## src/rtl/rv_dispatch_pkg.sv

```systemverilog
// rv_dispatch_pkg: shared opcode constants for the R-type dispatch path
package rv_dispatch_pkg;
  localparam int RV_OPCODE_WIDTH = 7;
  localparam logic [RV_OPCODE_WIDTH-1:0] OPC_RTYPE = 7'b0110011;
  function automatic logic is_rtype(input logic [RV_OPCODE_WIDTH-1:0] opc);
    return opc == OPC_RTYPE;
  endfunction
endpackage

```

## src/rtl/rtype_dispatch_sched_pend_pick.sv

```systemverilog
// pend_pick: indices of the lowest LANES set bits of pend, in ascending order
module pend_pick #(
  parameter int IPC = 4,
  parameter int LANES = 2,
  parameter int SLOT_WIDTH = $clog2(IPC)
) (
  input  logic [IPC-1:0]              pend,
  output logic [LANES*SLOT_WIDTH-1:0] pick_idx,
  output logic [LANES-1:0]            pick_vld
);
  logic [IPC-1:0] rem;
  always_comb begin
    rem = pend;
    pick_idx = '0;
    pick_vld = '0;
    for (int k = 0; k < LANES; k++) begin
      pick_vld[k] = |rem;
      for (int i = IPC - 1; i >= 0; i--)
        if (rem[i]) pick_idx[k*SLOT_WIDTH +: SLOT_WIDTH] = SLOT_WIDTH'(i);
      rem = rem & (rem - IPC'(1));
    end
  end
endmodule

```

## src/rtl/rtype_dispatch_sched.sv

```systemverilog
// rtype_dispatch_sched: filters R-type slots of a fetch bundle and issues them in order, LANES per group.
// Define RDISP_STALL_CNT_EN to add the saturating stall_cnt output.
module rtype_dispatch_sched
  import rv_dispatch_pkg::*;
#(
  parameter int DATA_WIDTH = 32,
  parameter int IPC = 4,
  parameter int LANES = 2,
  parameter int TAG_WIDTH = 7,
  parameter int SLOT_WIDTH = $clog2(IPC),
  parameter int OPCODE_WIDTH = RV_OPCODE_WIDTH
) (
  input  logic                        clk,
  input  logic                        rst,
  input  logic                        flush,
  input  logic [IPC*DATA_WIDTH-1:0]   bundle_data,
  input  logic [IPC-1:0]              bundle_mask,
  input  logic                        bundle_valid,
  output logic                        bundle_ready,
  output logic [LANES-1:0]            lane_valid,
  input  logic [LANES-1:0]            lane_ready,
  output logic [LANES*DATA_WIDTH-1:0] lane_data,
  output logic [LANES*TAG_WIDTH-1:0]  lane_tag,
  output logic [LANES*SLOT_WIDTH-1:0] lane_slot
`ifdef RDISP_STALL_CNT_EN
  ,
  output logic [15:0]                 stall_cnt
`endif
);
  logic [DATA_WIDTH-1:0]       slot_q [IPC];
  logic [IPC-1:0]              pend;
  logic [IPC-1:0]              is_r;
  logic [IPC-1:0]              taken;
  logic [TAG_WIDTH-1:0]        tag_cnt;
  logic [TAG_WIDTH-1:0]        n;
  logic [LANES*SLOT_WIDTH-1:0] pick_idx;
  logic [LANES-1:0]            pick_vld;
  logic [LANES*DATA_WIDTH-1:0] ld;
  logic [LANES*TAG_WIDTH-1:0]  lt;
  logic                        free;

  pend_pick #(.IPC(IPC), .LANES(LANES), .SLOT_WIDTH(SLOT_WIDTH)) u_pick (
    .pend(pend),
    .pick_idx(pick_idx),
    .pick_vld(pick_vld)
  );

  assign bundle_ready = pend == '0;
  assign free = &(~lane_valid | lane_ready);

  always_comb begin
    is_r = '0;
    for (int i = 0; i < IPC; i++)
      is_r[i] = bundle_mask[i] && is_rtype(bundle_data[i*DATA_WIDTH +: OPCODE_WIDTH]);
  end

  always_comb begin
    taken = '0;
    ld = '0;
    lt = '0;
    n = '0;
    for (int k = 0; k < LANES; k++) begin
      ld[k*DATA_WIDTH +: DATA_WIDTH] = slot_q[pick_idx[k*SLOT_WIDTH +: SLOT_WIDTH]];
      lt[k*TAG_WIDTH +: TAG_WIDTH] = tag_cnt + TAG_WIDTH'(k);
      taken = taken | (pick_vld[k] ? IPC'(1) << pick_idx[k*SLOT_WIDTH +: SLOT_WIDTH] : '0);
      n = n + TAG_WIDTH'(pick_vld[k]);
    end
  end

  // Capture needs pend == 0 and a load needs pend != 0, so the two pend writes never collide.
  always_ff @(posedge clk or negedge rst) begin
    if (!rst) begin
      for (int i = 0; i < IPC; i++) slot_q[i] <= '0;
      pend <= '0;
      lane_valid <= '0;
      lane_data <= '0;
      lane_tag <= '0;
      lane_slot <= '0;
      tag_cnt <= '0;
    end else if (flush) begin
      pend <= '0;
      lane_valid <= '0;
    end else begin
      if (bundle_valid && bundle_ready) begin
        for (int i = 0; i < IPC; i++) slot_q[i] <= bundle_data[i*DATA_WIDTH +: DATA_WIDTH];
        pend <= is_r;
      end
      if (free) begin
        lane_valid <= pick_vld;
        if (pend != '0) begin
          lane_data <= ld;
          lane_tag <= lt;
          lane_slot <= pick_idx;
          pend <= pend & ~taken;
          tag_cnt <= tag_cnt + n;
        end
      end else begin
        lane_valid <= lane_valid & ~lane_ready;
      end
    end
  end

`ifdef RDISP_STALL_CNT_EN
  always_ff @(posedge clk or negedge rst) begin
    if (!rst) stall_cnt <= '0;
    else if (flush) stall_cnt <= '0;
    else if (|(lane_valid & ~lane_ready) && stall_cnt != 16'hFFFF) stall_cnt <= stall_cnt + 16'd1;
  end
`endif
endmodule

```

## config.mk

```make
export PLATFORM = sky130hd
export DESIGN_NAME = rtype_dispatch_sched
export DESIGN_NICKNAME = d
export VERILOG_FILES = /design/src/rtl/rv_dispatch_pkg.sv /design/src/rtl/rtype_dispatch_sched_pend_pick.sv /design/src/rtl/rtype_dispatch_sched.sv
export SDC_FILE = /design/constraint.sdc
export NUM_CORES = 1
export LEC_CHECK = 0
export ABC_AREA = 1
export CORE_MARGIN = 5
export CORE_UTILIZATION = 37
export DETAILED_ROUTE_END_ITERATION = 10
export SLEW_MARGIN = 20
export SYNTH_ARGS = -nofsm -noshare
export SYNTH_HDL_FRONTEND = slang
export SYNTH_SLANG_ARGS = --single-unit
```

## constraint.sdc

```tcl
create_clock -name clk -period 2.65 [get_ports clk]
set_clock_uncertainty 0.05 [all_clocks]
set_input_delay 0.795 -clock clk [delete_from_list [all_inputs] [get_ports clk]]
set_output_delay 0.795 -clock clk [all_outputs]
set_load 0.02 [all_outputs]
```

Yosys cells after proc, flatten, opt, wreduce, memory -nomap -nowiden --
Index checks and enable logic that the tools add are counted.
Word-level totals: register bits 223, input port bits 138, word-level logic and storage cells 67
Cells by class: $add $sub $neg 4, magnitude comparators 2, equality and inequality tests 4, shift-type cells 2, mux-type cells 22, bitwise operators 11, reductions and logical operators 12
Operators by type and width (number):
- $bmux 32 s2 | 2
- $mux 32 | 4
- $eq 7x6->1 const B | 4
- $mux 4 | 6
- $mux 2 | 10
- $and 4x4->4 | 2
- $reduce_or 4->1 | 2
- $shl 1x2->4 const A | 2
- $add 7x1->7 const B | 1
- $add 7x2->7 | 1
- $ge 3x3->1 const B | 2
- $not 2->3 | 2
- $logic_and 1x1->1 | 5
- $logic_not 4->1 | 1
- $not 2->2 | 2
- $not 4->4 | 1
- $or 4x4->4 | 1
- $reduce_and 2->1 | 2
- $reduce_and 4->1 | 1
- $reduce_bool 4->1 | 1
- $sub 4x1->4 const B | 1
- $add 1x1->2 | 1
- $and 2x2->2 | 1
- $or 2x2->2 | 1
- $not 1->1 | 1

Logic depth before layout (Yosys ltp) --
Gate-level depths: netlist (run 1).
depth after elaboration 14, depth in mapped cells 12

By module --
From an unflattened synthesis (run 1), not the netlist that was laid out.
Second synthesis, totals: cells, all modules 1408, area, all modules 11192.0 µm²
By module, submodules not included:
- rtype_dispatch_sched | times used 1, cells each 1390, area an instance 11114.4 µm², sequential area each 5580.4 µm²
- pend_pick | times used 1, cells each 18, area an instance 77.6 µm², sequential area each 0.0 µm²

Least setup slack after synthesis (run 1) --
OpenSTA, ideal clock, no wires.
path kind reg-to-reg, start point register pend[0], end point register tag_cnt[4], setup time 121 ps, data arrival time 1813 ps, setup slack 666 ps, cell stages (with the launch flop) 12, cell sequence dfrtp_1 nand2_1 buf_2 inv_1 nor2_1 fa_1 inv_1 ha_1 inv_1 nor2_1 nand2_1 xor2_1
On the way: word-level cells in the longest chain between the ends 5, elaborated cells between the ends (all ways) 8
Ends and longest elaborated chain:
- start: declaration | RTL line rtype_dispatch_sched.sv:31 | logic [IPC-1:0] pend;
- start signal: assignment | RTL line rtype_dispatch_sched.sv:86 | pend <= is_r;
- start signal: assignment | RTL line rtype_dispatch_sched.sv:94 | pend <= pend & ~taken;
- $sub 4x1->4 | RTL line rtype_dispatch_sched_pend_pick.sv:20 | rem = rem & (rem - IPC'(1));
- $and 4x4->4 | RTL line rtype_dispatch_sched_pend_pick.sv:20
- $reduce_or 4->1 | RTL line rtype_dispatch_sched_pend_pick.sv:17 | pick_vld[k] = |rem;
- $add 1x1->2 | RTL line rtype_dispatch_sched.sv:66 | n = n + TAG_WIDTH'(pick_vld[k]);
- $add 7x2->7 | RTL line rtype_dispatch_sched.sv:95 | tag_cnt <= tag_cnt + n;
- end signal: assignment | RTL line rtype_dispatch_sched.sv:95
- end: declaration | RTL line rtype_dispatch_sched.sv:34 | logic [TAG_WIDTH-1:0] tag_cnt;
Several ways; a longest one is shown, not always the timed one. A chain may end at the register's enable or synchronous reset.

Final worst setup path (run 1) --
start point register pend[2], end point output bundle_ready
On the way: word-level cells in the longest chain between the ends 1
Ends and longest elaborated chain:
- $logic_not 4->1 | RTL line rtype_dispatch_sched.sv:48 | assign bundle_ready = pend == '0;
- end: declaration | RTL line rtype_dispatch_sched.sv:19 | output logic bundle_ready,
No other way between the ends.

==> impl_metrics.prom, run 1 <==
# TYPE chip_impl_metric gauge
chip_impl_metric{name="grt_use_total",unit=""} 0.205
chip_impl_metric{name="dp_hpwl",unit="mm"} 23.5
chip_impl_metric{name="standby_leakage_power",unit="nW"} 6.80
chip_impl_metric{name="share_of_final_layout_standard_cells_stronger_than_drive_strength_1",unit=""} 0.0892
chip_impl_metric{name="drv_cap",unit=""} 0
chip_impl_metric{name="post-cts-setup-buffer-count",unit=""} 0
chip_impl_metric{name="top_level_ports",unit=""} 223
chip_impl_metric{name="initial_core_util",unit=""} 0.375
chip_impl_metric{name="timing.critical_path.fanout_max",unit=""} 5
chip_impl_metric{name="grt_overflow_total",unit=""} 0
chip_impl_metric{name="ant_nets",unit=""} 0
chip_impl_info{name="mostFrequentLayoutCell",value="sky130_fd_sc_hd__nand2_1"} 1
chip_impl_metric{name="grt_pass1_wl",unit="mm"} 53.8
chip_impl_info{name="tritoncts_clock_tree",value="done"} 1
chip_impl_metric{name="post_dr_vias_cell",unit=""} 4.98
chip_impl_metric{name="fmax",unit="GHz"} 0.408
chip_impl_metric{name="ys_seq_elements",unit=""} 223
chip_impl_metric{name="routedWlPerCell",unit="um"} 17.8
chip_impl_metric{name="clk-insertion-delay-late",unit="ns"} 0.53
chip_impl_metric{name="antenna_found_initial",unit=""} 3
chip_impl_metric{name="core_box_area",unit="um^2"} 28700
chip_impl_info{name="most_frequent_cells_in_the_layout",value="270 x sky130_fd_sc_hd__nand2_1, 223 x sky130_fd_sc_hd__dfrtp_1, 220 x sky130_fd_sc_hd__clkdlybuf4s50_1"} 1
chip_impl_metric{name="finalWorstPathRequiredPeriod",unit="ns"} 2.45
chip_impl_info{name="worst-setup-path-type",value="register to output pin"} 1
chip_impl_metric{name="report.final.setup_viol",unit=""} 0
chip_impl_info{name="grt_setup_unrepaired",value="false"} 1
chip_impl_metric{name="clkSinkCount",unit=""} 223
chip_impl_metric{name="relSlewSlack",unit=""} 0.532
chip_impl_metric{name="postSynthNetCount",unit=""} 1433
chip_impl_info{name="hp_class",value="input pin to asynchronous set/reset pin"} 1
chip_impl_info{name="run_status",value="complete, no violations"} 1
chip_impl_metric{name="nFillCells",unit=""} 2742
chip_impl_metric{name="holdWs",unit="ns"} 0.175
chip_impl_metric{name="cts-buffers-inserted",unit=""} 26
chip_impl_metric{name="critPathRequiredTime",unit="ns"} 1.81
chip_impl_metric{name="final.setup.tns",unit="ns"} 0
chip_impl_metric{name="die_height",unit="um"} 180
chip_impl_metric{name="first_global_vias",unit=""} 9538
chip_impl_metric{name="worst_setup_hold_path_clk_slew",unit="ns"} 0.06
chip_impl_info{name="clock_tree.root_cell",value="sky130_fd_sc_hd__clkbuf_16"} 1
chip_impl_info{name="critical_path.endpoint_type",value="output pin"} 1
chip_impl_metric{name="detail_route.drc_violations",unit=""} 0
chip_impl_metric{name="synth.yosys.seq_area_share",unit=""} 0.519
chip_impl_metric{name="synth_cell_types",unit=""} 35
chip_impl_metric{name="synthesis.instances",unit=""} 1292
chip_impl_metric{name="async_reset_ff_frac",unit=""} 1.00
chip_impl_metric{name="worstMarginPinSlew",unit="ns"} 0.700
chip_impl_metric{name="first_pass_detailed_route_iteration_total",unit=""} 7
chip_impl_metric{name="synth-edff-count",unit=""} 0
chip_impl_metric{name="design.final.nets",unit=""} 1659
chip_impl_metric{name="die_area",unit="um^2"} 32600
chip_impl_metric{name="initialDrtViolationCount",unit=""} 640
chip_impl_metric{name="timing_max_transition_violations_final",unit=""} 0
chip_impl_metric{name="ir_worst_vdd",unit="V"} 0.000496
chip_impl_metric{name="flow.area_growth_from_synthesis",unit="%"} 34.8
chip_impl_metric{name="powerDensity",unit="nW/um^2"} 671
chip_impl_metric{name="core.rowCount",unit=""} 62
chip_impl_metric{name="die_w",unit="um"} 180
chip_impl_metric{name="grt_max_degree",unit=""} 60
chip_impl_info{name="cp-start-kind",value="register"} 1
chip_impl_metric{name="final-hold-violation-count",unit=""} 0
chip_impl_metric{name="port_buffers",unit=""} 222
chip_impl_metric{name="gp_routability_congestion",unit=""} 0.808
chip_impl_metric{name="detail_route.wirelength",unit="mm"} 34.2
chip_impl_metric{name="postCtsHoldBufs",unit=""} 0
chip_impl_metric{name="endpoint_arrival_time_on_the_critical_path",unit="ns"} 1.61
chip_impl_info{name="yosys_most_used_dff",value="sky130_fd_sc_hd__dfrtp_1"} 1
chip_impl_metric{name="finalCritPeriodShare",unit=""} 0.925
chip_impl_metric{name="clk_path_buf_depth",unit=""} 3
chip_impl_metric{name="synth_warnings",unit=""} 0
chip_impl_metric{name="vias",unit=""} 9565
chip_impl_metric{name="h-tree-depth",unit=""} 1
chip_impl_metric{name="syn-mean-instance-area",unit="um^2"} 8.32
chip_impl_metric{name="synth.cell_area",unit="um^2"} 10800
==> cell families (layout without fill, tap and decap cells) <==
| logic type | after synthesis | after routing | share of synthesized area |
|---|---|---|---|
| buffers and inverters | 207 | 451 | 0.0839 |
| DFF | 223 | 223 | 0.519 |
| and+or+nand+nor | 586 | 586 | 0.235 |
| adders and majority gates | 3 | 3 | 0.00419 |
| AOI/OAI and AO/OA | 234 | 234 | 0.120 |
| muxes | 29 | 29 | 0.0304 |
| other | 0 | 1 | 0 |
| xor gates and xnor gates | 10 | 10 | 0.00815 |
==> state kept, by name, indices dropped and copies added (netlist names) <==
| signal | flops |
|---|---|
| lane_data | 64 |
| slot_q | 128 |
| lane_tag | 14 |
| pend | 4 |
| lane_slot | 4 |
| tag_cnt | 7 |
| lane_valid | 2 |
==> cell type report <==
class	count	area, um^2	share of cell area
clock buffer	44	800	0.0552
timing repair buffer	278	2810	0.194
tap	384	480	0.0332
clock inverter	2	35.0	0.00242
sequential	223	5580	0.385
antenna	1	2.50	0.000173
inverter	127	477	0.0329
multi-input combinational	862	4310	0.298
==> what timing repair did <==
item                       CTS  global route
setup endpoints to repair    1             1
hold endpoints to repair     0             0
gates resized for setup      1             2
cloned                       0             0
==> through the flow <==
| step | instances | cell area, um^2 | total power, mW | setup WS [ns] | util |
|---|---|---|---|---|---|
| floorplan | 1292 | 10800 | 5.20 | 0.666 | - |
| global placement | 1874 | 13700 | 6.24 | 0.133 | 0.476 |
| detailed placement | 1874 | 13700 | 6.27 | 0.0949 | 0.476 |
| CTS | 1920 | 14500 | 9.81 | 0.0149 | 0.505 |
| global route | 1921 | 14500 | 10.2 | 0.115 | 0.505 |
| finish | 1921 | 14500 | 9.72 | 0.198 | 0.505 |
==> routing by layer <==
layer  GRT usage  vias to the layer above  share of wire
met4      0.0541                        4          0.022
met1       0.288                     4557           0.45
met2       0.329                      319           0.46
li1            -                     4630              -
met3      0.0365                       55          0.063
met5           0                        -        0.00059
==> path summary, 6_finish.rpt <==
kind,from,end,slack (ns),cells past startpoint
max in group asynchronous,rst,lane_data[27],1.65,2
worst max-delay path,pend[2],bundle_ready,0.20,4
worst min-delay path,rst,slot_q[15],0.18,1
worst min register to register,lane_tag[5],lane_tag[5],0.43,2
min in group clk,lane_tag[5],lane_tag[5],0.43,2
worst max register to register,pend[0],tag_cnt[6],0.39,12
==> report_power, final <==
group	switching, mW	total (mW)	internal, mW	leakage [nW]
logic	1.01	1.98	0.966	3.74
clock network	1.39	3.51	2.13	0.407
registers	0.324	4.23	3.91	2.65
==> critical path: stages, from the launching register on <==
cell                       delay [ns]
sky130_fd_sc_hd__dfrtp_1         0.44
sky130_fd_sc_hd__nor2_1          0.20
sky130_fd_sc_hd__nand2_2         0.11
sky130_fd_sc_hd__inv_1           0.13
sky130_fd_sc_hd__clkbuf_2        0.19
==> synthesized netlist by cell type, types with 3 or more instances <==
cell,n,area (um^2)
sky130_fd_sc_hd__mux2_1,29,327
sky130_fd_sc_hd__nand2_2,6,37.5
sky130_fd_sc_hd__nand3_1,112,561
sky130_fd_sc_hd__or2_2,16,100
sky130_fd_sc_hd__nand2_1,273,1020
sky130_fd_sc_hd__nand4_1,3,18.8
sky130_fd_sc_hd__xor2_1,9,78.8
sky130_fd_sc_hd__buf_6,6,67.6
sky130_fd_sc_hd__nor2_4,3,33.8
sky130_fd_sc_hd__a21oi_1,133,666
sky130_fd_sc_hd__o21ai_0,45,225
sky130_fd_sc_hd__nor3_1,3,15.0
sky130_fd_sc_hd__or2_1,19,119
sky130_fd_sc_hd__o211ai_1,43,323
sky130_fd_sc_hd__clkbuf_1,24,90.1
sky130_fd_sc_hd__o21ai_1,10,50.1
sky130_fd_sc_hd__buf_4,7,52.6
sky130_fd_sc_hd__inv_2,8,30.0
sky130_fd_sc_hd__nor2_1,142,533
sky130_fd_sc_hd__dfrtp_1,223,5580
sky130_fd_sc_hd__inv_1,119,447
sky130_fd_sc_hd__buf_2,43,215
(Power assumes the default switching activity.)
==> inputs of run 2 (changes only) <==
--- a/config.mk
+++ b/config.mk
@@ -5,7 +5,7 @@
 export SDC_FILE = /design/constraint.sdc
 export NUM_CORES = 1
 export LEC_CHECK = 0
-export ABC_AREA = 1
+export ABC_AREA = 0
 export CORE_MARGIN = 5
 export CORE_UTILIZATION = 37
 export DETAILED_ROUTE_END_ITERATION = 10
==> run 2 against run 1 <==
  * Worst setup slack lost 0.12 ns
  * Largest power group unchanged
  * Worst hold slack lost 0.00062 ns
  * Combinational power shrank 25%
  * Highest routed layer unchanged
  * Non-clock buffer count shrank 1
  * Critical path type unchanged
==> impl_metrics.prom, run 2 <==
# TYPE chip_impl_metric gauge
chip_impl_metric{name="switching_share",unit=""} 0.249
chip_impl_metric{name="post_cts_resize_count",unit=""} 1
chip_impl_metric{name="grt_overflow_total",unit=""} 0
chip_impl_info{name="ys_top_cells_by_area",value="sky130_fd_sc_hd__dfrtp_1 53%, sky130_fd_sc_hd__mux2_2 16%, sky130_fd_sc_hd__a211oi_1 4.6%"} 1
chip_impl_metric{name="synth_cell_types",unit=""} 45
chip_impl_metric{name="gp_routability_congestion",unit=""} 0.799
chip_impl_metric{name="dp_hpwl",unit="mm"} 20.9
chip_impl_metric{name="finalWorstPathRequiredPeriod",unit="ns"} 2.57
chip_impl_metric{name="grt_use_total",unit=""} 0.189
chip_impl_metric{name="grt_pass1_wl",unit="mm"} 47.6
chip_impl_info{name="run_status",value="complete, no violations"} 1
chip_impl_metric{name="proportion_of_netlist_area_held_by_the_largest_area_contributor",unit=""} 0.534
chip_impl_info{name="grt_setup_unrepaired",value="false"} 1
chip_impl_metric{name="synth.yosys.seq_area_share",unit=""} 0.534
chip_impl_info{name="regMostFlops",value="slot_q"} 1
chip_impl_info{name="synthTopCellsByCount",value="223 x sky130_fd_sc_hd__dfrtp_1, 153 x sky130_fd_sc_hd__mux2_2, 76 x sky130_fd_sc_hd__nor2_1"} 1
chip_impl_metric{name="grt_max_degree",unit=""} 69
chip_impl_metric{name="ant_nets",unit=""} 0
chip_impl_metric{name="port_buffers",unit=""} 222
chip_impl_metric{name="syn-mean-instance-area",unit="um^2"} 11.7
chip_impl_metric{name="die_w",unit="um"} 178
chip_impl_metric{name="final.setup.tns",unit="ns"} 0
chip_impl_metric{name="synth-edff-count",unit=""} 0
chip_impl_info{name="mostFrequentLayoutCell",value="sky130_fd_sc_hd__dfrtp_1"} 1
chip_impl_metric{name="clk-insertion-delay-late",unit="ns"} 0.52
chip_impl_metric{name="post_dr_vias_cell",unit=""} 5.21
chip_impl_metric{name="first_global_vias",unit=""} 8539
chip_impl_metric{name="initial_core_util",unit=""} 0.375
chip_impl_metric{name="flow.area_growth_from_synthesis",unit="%"} 38.7
chip_impl_metric{name="synthesis.instances",unit=""} 891
chip_impl_metric{name="timing.critical_path.slowest_cell_delay",unit="ns"} 0.48
chip_impl_metric{name="power.share.combinational",unit=""} 0.156
chip_impl_metric{name="ys_seq_elements",unit=""} 223
chip_impl_metric{name="postSynthNetCount",unit=""} 1032
chip_impl_info{name="yosys.area.top_type",value="sky130_fd_sc_hd__dfrtp_1"} 1
chip_impl_metric{name="final-hold-violation-count",unit=""} 0
chip_impl_info{name="reg.largest.list",value="slot_q (128), lane_data (64), lane_tag (14)"} 1
chip_impl_info{name="hp_class",value="input pin to asynchronous set/reset pin"} 1
chip_impl_metric{name="dp_cells",unit=""} 1480
chip_impl_metric{name="top_level_ports",unit=""} 223
chip_impl_info{name="cp-start-kind",value="register"} 1
chip_impl_metric{name="detail_route.drc_violations",unit=""} 0
chip_impl_metric{name="synth_warnings",unit=""} 0
chip_impl_metric{name="core_box_area",unit="um^2"} 27900
chip_impl_metric{name="yosys.area_share.xor_xnor",unit=""} 0.0101
chip_impl_metric{name="async_reset_ff_frac",unit=""} 1.00
chip_impl_metric{name="fmax",unit="GHz"} 0.389
chip_impl_metric{name="post_synth_fa_ha_maj_area_fraction",unit=""} 0.00527
chip_impl_metric{name="design.final.nets",unit=""} 1271
chip_impl_metric{name="share_of_final_layout_standard_cells_stronger_than_drive_strength_1",unit=""} 0.228
chip_impl_metric{name="clkSinkCount",unit=""} 223
chip_impl_metric{name="antenna_found_initial",unit=""} 4
chip_impl_metric{name="endpoint_arrival_time_on_the_critical_path",unit="ns"} 1.73
chip_impl_metric{name="timing.critical_path.fanout_max",unit=""} 9
chip_impl_metric{name="relSlewSlack",unit=""} 0.606
chip_impl_info{name="tritoncts_clock_tree",value="done"} 1
chip_impl_metric{name="fin_cells",unit=""} 1531
chip_impl_metric{name="first_pass_detailed_route_iteration_total",unit=""} 4
chip_impl_info{name="dominant_combinational_cell_family_by_area_after_synthesis",value="multiplexers"} 1
chip_impl_metric{name="holdWs",unit="ns"} 0.175
chip_impl_metric{name="register_share_of_total_power",unit=""} 0.440
chip_impl_info{name="crit_path_cell_trace",value="nor2_1 > nand2_2 > inv_2 > dlygate4sd2_1"} 1
chip_impl_metric{name="die_height",unit="um"} 178
chip_impl_info{name="yosys_most_used_dff",value="sky130_fd_sc_hd__dfrtp_1"} 1
chip_impl_metric{name="die_area",unit="um^2"} 31700
chip_impl_metric{name="powerDensity",unit="nW/um^2"} 657
chip_impl_metric{name="initialDrtViolationCount",unit=""} 452
chip_impl_metric{name="power.switching",unit="mW"} 2.37
chip_impl_metric{name="h-tree-depth",unit=""} 1
chip_impl_metric{name="clk_path_buf_depth",unit=""} 3
chip_impl_metric{name="detail_route.wirelength",unit="mm"} 30.3
chip_impl_metric{name="synthSimpleGateAreaFrac",unit=""} 0.0971
chip_impl_metric{name="cts-buffers-inserted",unit=""} 26
chip_impl_metric{name="routedWlPerCell",unit="um"} 19.8
chip_impl_metric{name="clkPwrFrac",unit=""} 0.404
chip_impl_info{name="worst-setup-path-type",value="register to output pin"} 1
chip_impl_metric{name="synth_compound_gate_area_share",unit=""} 0.116
chip_impl_metric{name="vias",unit=""} 7977
chip_impl_metric{name="dpl-instance-area",unit="um^2"} 13600
chip_impl_metric{name="post-cts-setup-buffer-count",unit=""} 0
chip_impl_metric{name="finalCritPeriodShare",unit=""} 0.970
chip_impl_metric{name="report.final.setup_viol",unit=""} 0
chip_impl_metric{name="p_total",unit="mW"} 9.52
chip_impl_metric{name="standby_leakage_power",unit="nW"} 6.11
chip_impl_info{name="crit_path_slowest_cell",value="sky130_fd_sc_hd__dfrtp_1"} 1
chip_impl_info{name="critPathTopFamily",value="flip-flops"} 1
chip_impl_metric{name="ir_worst_vdd",unit="V"} 0.000546
chip_impl_metric{name="multiplexer_share_of_the_synthesized_area",unit=""} 0.203
chip_impl_metric{name="synth.cell_area",unit="um^2"} 10400
chip_impl_info{name="clock_tree.root_cell",value="sky130_fd_sc_hd__clkbuf_16"} 1
chip_impl_metric{name="postCtsHoldBufs",unit=""} 0
chip_impl_metric{name="timing.critical_path.buf_inv",unit=""} 2
chip_impl_metric{name="internal_power",unit="mW"} 7.15
chip_impl_metric{name="worstMarginPinSlew",unit="ns"} 0.590
chip_impl_metric{name="worst_setup_hold_path_clk_slew",unit="ns"} 0.06
chip_impl_info{name="most_frequent_cells_in_the_layout",value="223 x sky130_fd_sc_hd__dfrtp_1, 220 x sky130_fd_sc_hd__clkdlybuf4s50_1, 153 x sky130_fd_sc_hd__mux2_2"} 1
chip_impl_info{name="post-synth-top-count-cell",value="sky130_fd_sc_hd__dfrtp_1"} 1
chip_impl_metric{name="drv_cap",unit=""} 0
chip_impl_metric{name="finished_layout_cell_area",unit="um^2"} 14500
chip_impl_metric{name="core.rowCount",unit=""} 61
chip_impl_metric{name="timing_max_transition_violations_final",unit=""} 0
chip_impl_metric{name="critPathRequiredTime",unit="ns"} 1.81
chip_impl_info{name="critical_path.endpoint_type",value="output pin"} 1
chip_impl_metric{name="largest_register_ff_count",unit=""} 128
run 2: cell types whose count changed after synthesis, sizes merged, moves of 43 or more:
| cell | previous run | this run |
|---|---|---|
| nand2 | 280 | 48 |
| mux2 | 29 | 160 |
| inv | 127 | 5 |
| a21oi | 134 | 26 |
| nand3 | 114 | 6 |
| nor2 | 147 | 76 |
| o22ai | 0 | 71 |
| a211oi | 0 | 64 |
| o21ai | 55 | 8 |
| o211ai | 43 | 0 |
run 2: worst register-to-register path, stage by stage (launching register included):
cell,delay (ns)
sky130_fd_sc_hd__dfrtp_1,0.34
sky130_fd_sc_hd__buf_4,0.34
sky130_fd_sc_hd__nand2b_1,0.20
sky130_fd_sc_hd__o31a_1,0.15
sky130_fd_sc_hd__and2_2,0.16
sky130_fd_sc_hd__buf_4,0.44
sky130_fd_sc_hd__mux2i_1,0.17
sky130_fd_sc_hd__a211oi_1,0.30
run 2: final timing paths:
kind,from,end,slack [ns],cells past startpoint
min reg2reg,lane_tag[3],lane_tag[3],0.42,2
max in group asynchronous,rst,pend[0],1.68,2
max reg2reg,pend[0],lane_data[54],0.42,7
min in group clk,lane_tag[3],lane_tag[3],0.42,2
min,rst,lane_tag[4],0.17,1
max,pend[3],bundle_ready,0.08,4
run 2: power groups by stage:
| stage | combinational [mW] | sequential [mW] | clock, mW |
|---|---|---|---|
| 2_1_floorplan | 0.612 | 4.30 | 0 |
| 3_3_place_gp | 1.47 | 4.24 | 0 |
| 3_5_place_dp | 1.50 | 4.24 | 0 |
| 4_1_cts | 1.50 | 4.19 | 3.93 |
| 5_1_grt | 1.60 | 4.25 | 4.07 |
| 6_report | 1.48 | 4.19 | 3.85 |
run 2: cell families (layout without fill, tap and decap cells):
family,Yosys count,count (layout)
XOR/XNOR,12,12
other,0,3
multiplexers,192,192
AND/OR/NAND/NOR,205,205
flip-flops,223,223
AO/OA/AOI/OAI,184,184
adder cells (fa/ha/maj),4,4
buffers and inverters,71,330
run 2: area by class of cell:
| class | instances | area, um^2 |
|---|---|---|
| diodes | 3 | 7.51 |
| clock buffers | 39 | 781 |
| clock inverters | 9 | 150 |
| fillers | 2443 | 13400 |
| inverters | 5 | 18.8 |
| multi-input cells | 597 | 4550 |
| flip-flops and latches | 223 | 5580 |
| well taps | 378 | 473 |
| repair buffers | 277 | 2930 |
run 2: per-layer routing:
metal | wire, um | part of all wire | vias to the layer above | GRT usage
li1 | - | - | 3736 | -
met1 | 13100 | 0.43 | 3937 | 0.257
met2 | 14300 | 0.47 | 239 | 0.304
met3 | 1980 | 0.066 | 61 | 0.0403
met4 | 882 | 0.029 | 4 | 0.0603
met5 | 21 | 0.00069 | - | 0
run 2: per-stage QoR:
stage / util / worst slack, ns
6_report: 0.520 / 0.0790
5_1_grt: 0.520 / 0.00204
4_1_cts: 0.520 / 0.0770
3_5_place_dp: 0.487 / -0.139
3_3_place_gp: 0.487 / 0.00852
2_1_floorplan: - / 0.432
==> RTL change, RTL diff (flow settings as in run 1) <==
Change the parameter `DATA_WIDTH` from 32 to 64.
--- a/src/rtl/rtype_dispatch_sched.sv
+++ b/src/rtl/rtype_dispatch_sched.sv
@@ -3,7 +3,7 @@
 module rtype_dispatch_sched
   import rv_dispatch_pkg::*;
 #(
-  parameter int DATA_WIDTH = 32,
+  parameter int DATA_WIDTH = 64,
   parameter int IPC = 4,
   parameter int LANES = 2,
   parameter int TAG_WIDTH = 7,
Interface: changed (resized bundle_data and lane_data); port bits go from 223 to 415. The function was not compared with the original's and may differ.
==> RTL change against run 1 <==
- synthesized area rose by 88%
- setup slack worse by 55 ps
- clock power rose by 89%
- final area rose by 88%
- sequential share of layout area fell by 0.31 points
- power rose by 94%
- fmax shrank 2.2%
- wire length rose by 110%
- sequential cell count rose by 192
- critical endpoint is now lane_data[71]
- largest cell class unchanged
- largest power group unchanged
- highest routed layer unchanged
==> RTL change: results (changes against run 1) <==
* Number of H-tree levels at 2 (+1)
* CP max FO at 2 (-3)
* Ys Warns at 0 (unchanged)
* HP Class: primary input to asynchronous set/reset pin
* Clock root buffer: clkbuf_16
* Initial antenna violation count at 3 (unchanged)
* Placed Area at 25600 sq um (+88%)
* Reg-to-reg endpoint: tag_cnt[6]$_DFFE_PN0P_
* Slowest Stage Delay on Critical Path at 720 ps (+280 ps)
* Syn_nets at 2882 (+100%)
* Worst R2R Setup Slack at 300 ps (-90 ps)
* 1st-iter DRT viols at 1492 (+130%)
* Post-DP HPWL at 49.3 mm (+110%)
* Netlist cell types at 32 (-8.6%)
* Leak at 13.1 nW (+93%)
* Largest net degree at the start of global routing at 108 (+80%)
* Largest regs: slot_q (256), lane_data (128), lane_tag (14)
* Status: finished clean
* Share of layout cells above drive strength 1 at 0.0829 (-0.00630)
* Worst r2r src: pend[2]$_DFF_PN0_
* Sw Share at 0.294 (+0.0143)
* Vias in the first global route at 19300 (+100%)
* Sequential-to-total area share from yosys stat at 0.514 (-0.00459)
* CTS max path bufs at 3 (unchanged)
* Post-DR wirelength/cell at 19.4 um (+9.2%)
* Post-synth top cells: nand2_1, dfrtp_1, a21oi_1
* Worst path arrival time at 1660 ps (+50 ps)
* Post-synth top flop: dfrtp_1
* Top delay family on crit path: buffers and inverters
* CTS buffer count at 48 (+85%)
* Asr flop ratio synth at 1.00 (unchanged)
* Nets at 3275 (+97%)
* Global-route wire length before repair at 112 mm (+110%)
* Top cells by area, synth: dfrtp_1, nand2_1, a21oi_1, nor2_1, inv_1
* IO Port Bufs at 414 (+86%)
* Clock slew at reported path FFs at 60 ps (about the same)
* R2R depth at 13 (+1)
* Buffer count from post-CTS setup fixing at 0 (unchanged)
* Gp weighted congestion at 0.879 (+8.7%)
* Worst slew margin at 0.561 (+0.0280)
* Worst path slowest cell: clkdlybuf4s50_1
* Number of fill cells at 5061 (+85%)
* Pre-antenna DRT Iters at 5 (-2)
* Worst-Skew Late Latency at 580 ps (+50 ps)
* Max VDD drop at 0.401 mV (-19%)
* Total Routing Usage GR at 0.238 (+0.0336)
* Vias/cell at 5.14 (+3.2%)
==> RTL change: routing by layer <==
metal / wire length (um) / vias to the layer above / share of wire / global-route usage
met4: 2650 / 2 / 0.036 / 0.0939
met2: 34200 / 797 / 0.47 / 0.388
li1: - / 9036 / - / -
met5: 20 / - / 0.00028 / 0
met1: 31000 / 9218 / 0.43 / 0.321
met3: 4790 / 156 / 0.066 / 0.0387
==> RTL change: cells by family after synthesis <==
family,synth area share
simple gates,0.250
compound gates,0.136
buf+inv,0.0931
flops,0.514
xor+xnor,0.00434
fa+ha+maj,0.00223
==> RTL change: worst max path at each step <==
stage,startpoint,to,cells past startpoint
after floorplan,lane_ready[0],lane_data[113]$_DFFE_PN0P_,11
final,lane_data[71]$_DFFE_PN0P_,lane_data[71],1
after global routing,lane_data[91]$_DFFE_PN0P_,lane_data[91],1
after CTS,pend[3]$_DFF_PN0_,bundle_ready,4
after detailed placement,lane_ready[1],lane_data[19]$_DFFE_PN0P_,11
after global placement,lane_ready[0],lane_data[45]$_DFFE_PN0P_,11
==> RTL change: power groups by stage <==
stage | sequential (mW) | combinational (mW) | clock, mW
floorplan | 8.42 | 1.65 | 0
global placement | 8.07 | 4.22 | 0
detailed placement | 8.07 | 4.30 | 0
CTS | 7.98 | 4.32 | 6.75
global route | 8.08 | 4.71 | 7.03
finish | 7.99 | 4.28 | 6.62
==> RTL change: cell type report <==
cell class / instances / area (sq um) / area share
diodes: 2 / 5.00 / 0.000184
flip-flops and latches: 415 / 10400 / 0.382
well taps: 696 / 871 / 0.0320
multi-input cells: 1768 / 7980 / 0.294
clock inverters: 13 / 118 / 0.00433
inverters: 260 / 983 / 0.0362
repair buffers: 513 / 5390 / 0.198
clock buffers: 71 / 1460 / 0.0537
==> RTL change: through the flow <==
step                hold WS [ps]  TNS [ps]  instances  setup slack [ps]
CTS                         77.2         0       3736              25.3
global placement             417     -4070       3652              -116
global route                 105         0       3738              57.6
floorplan                    403         0       2613               659
finish                      96.2         0       3738               144
detailed placement           423     -4160       3652              -126
==> RTL change: what timing repair did <==
item                                    in CTS  in global routing
endpoints found under the setup margin       1                  1
gates resized for setup                      2                  1
endpoints found under the hold margin        0                  0
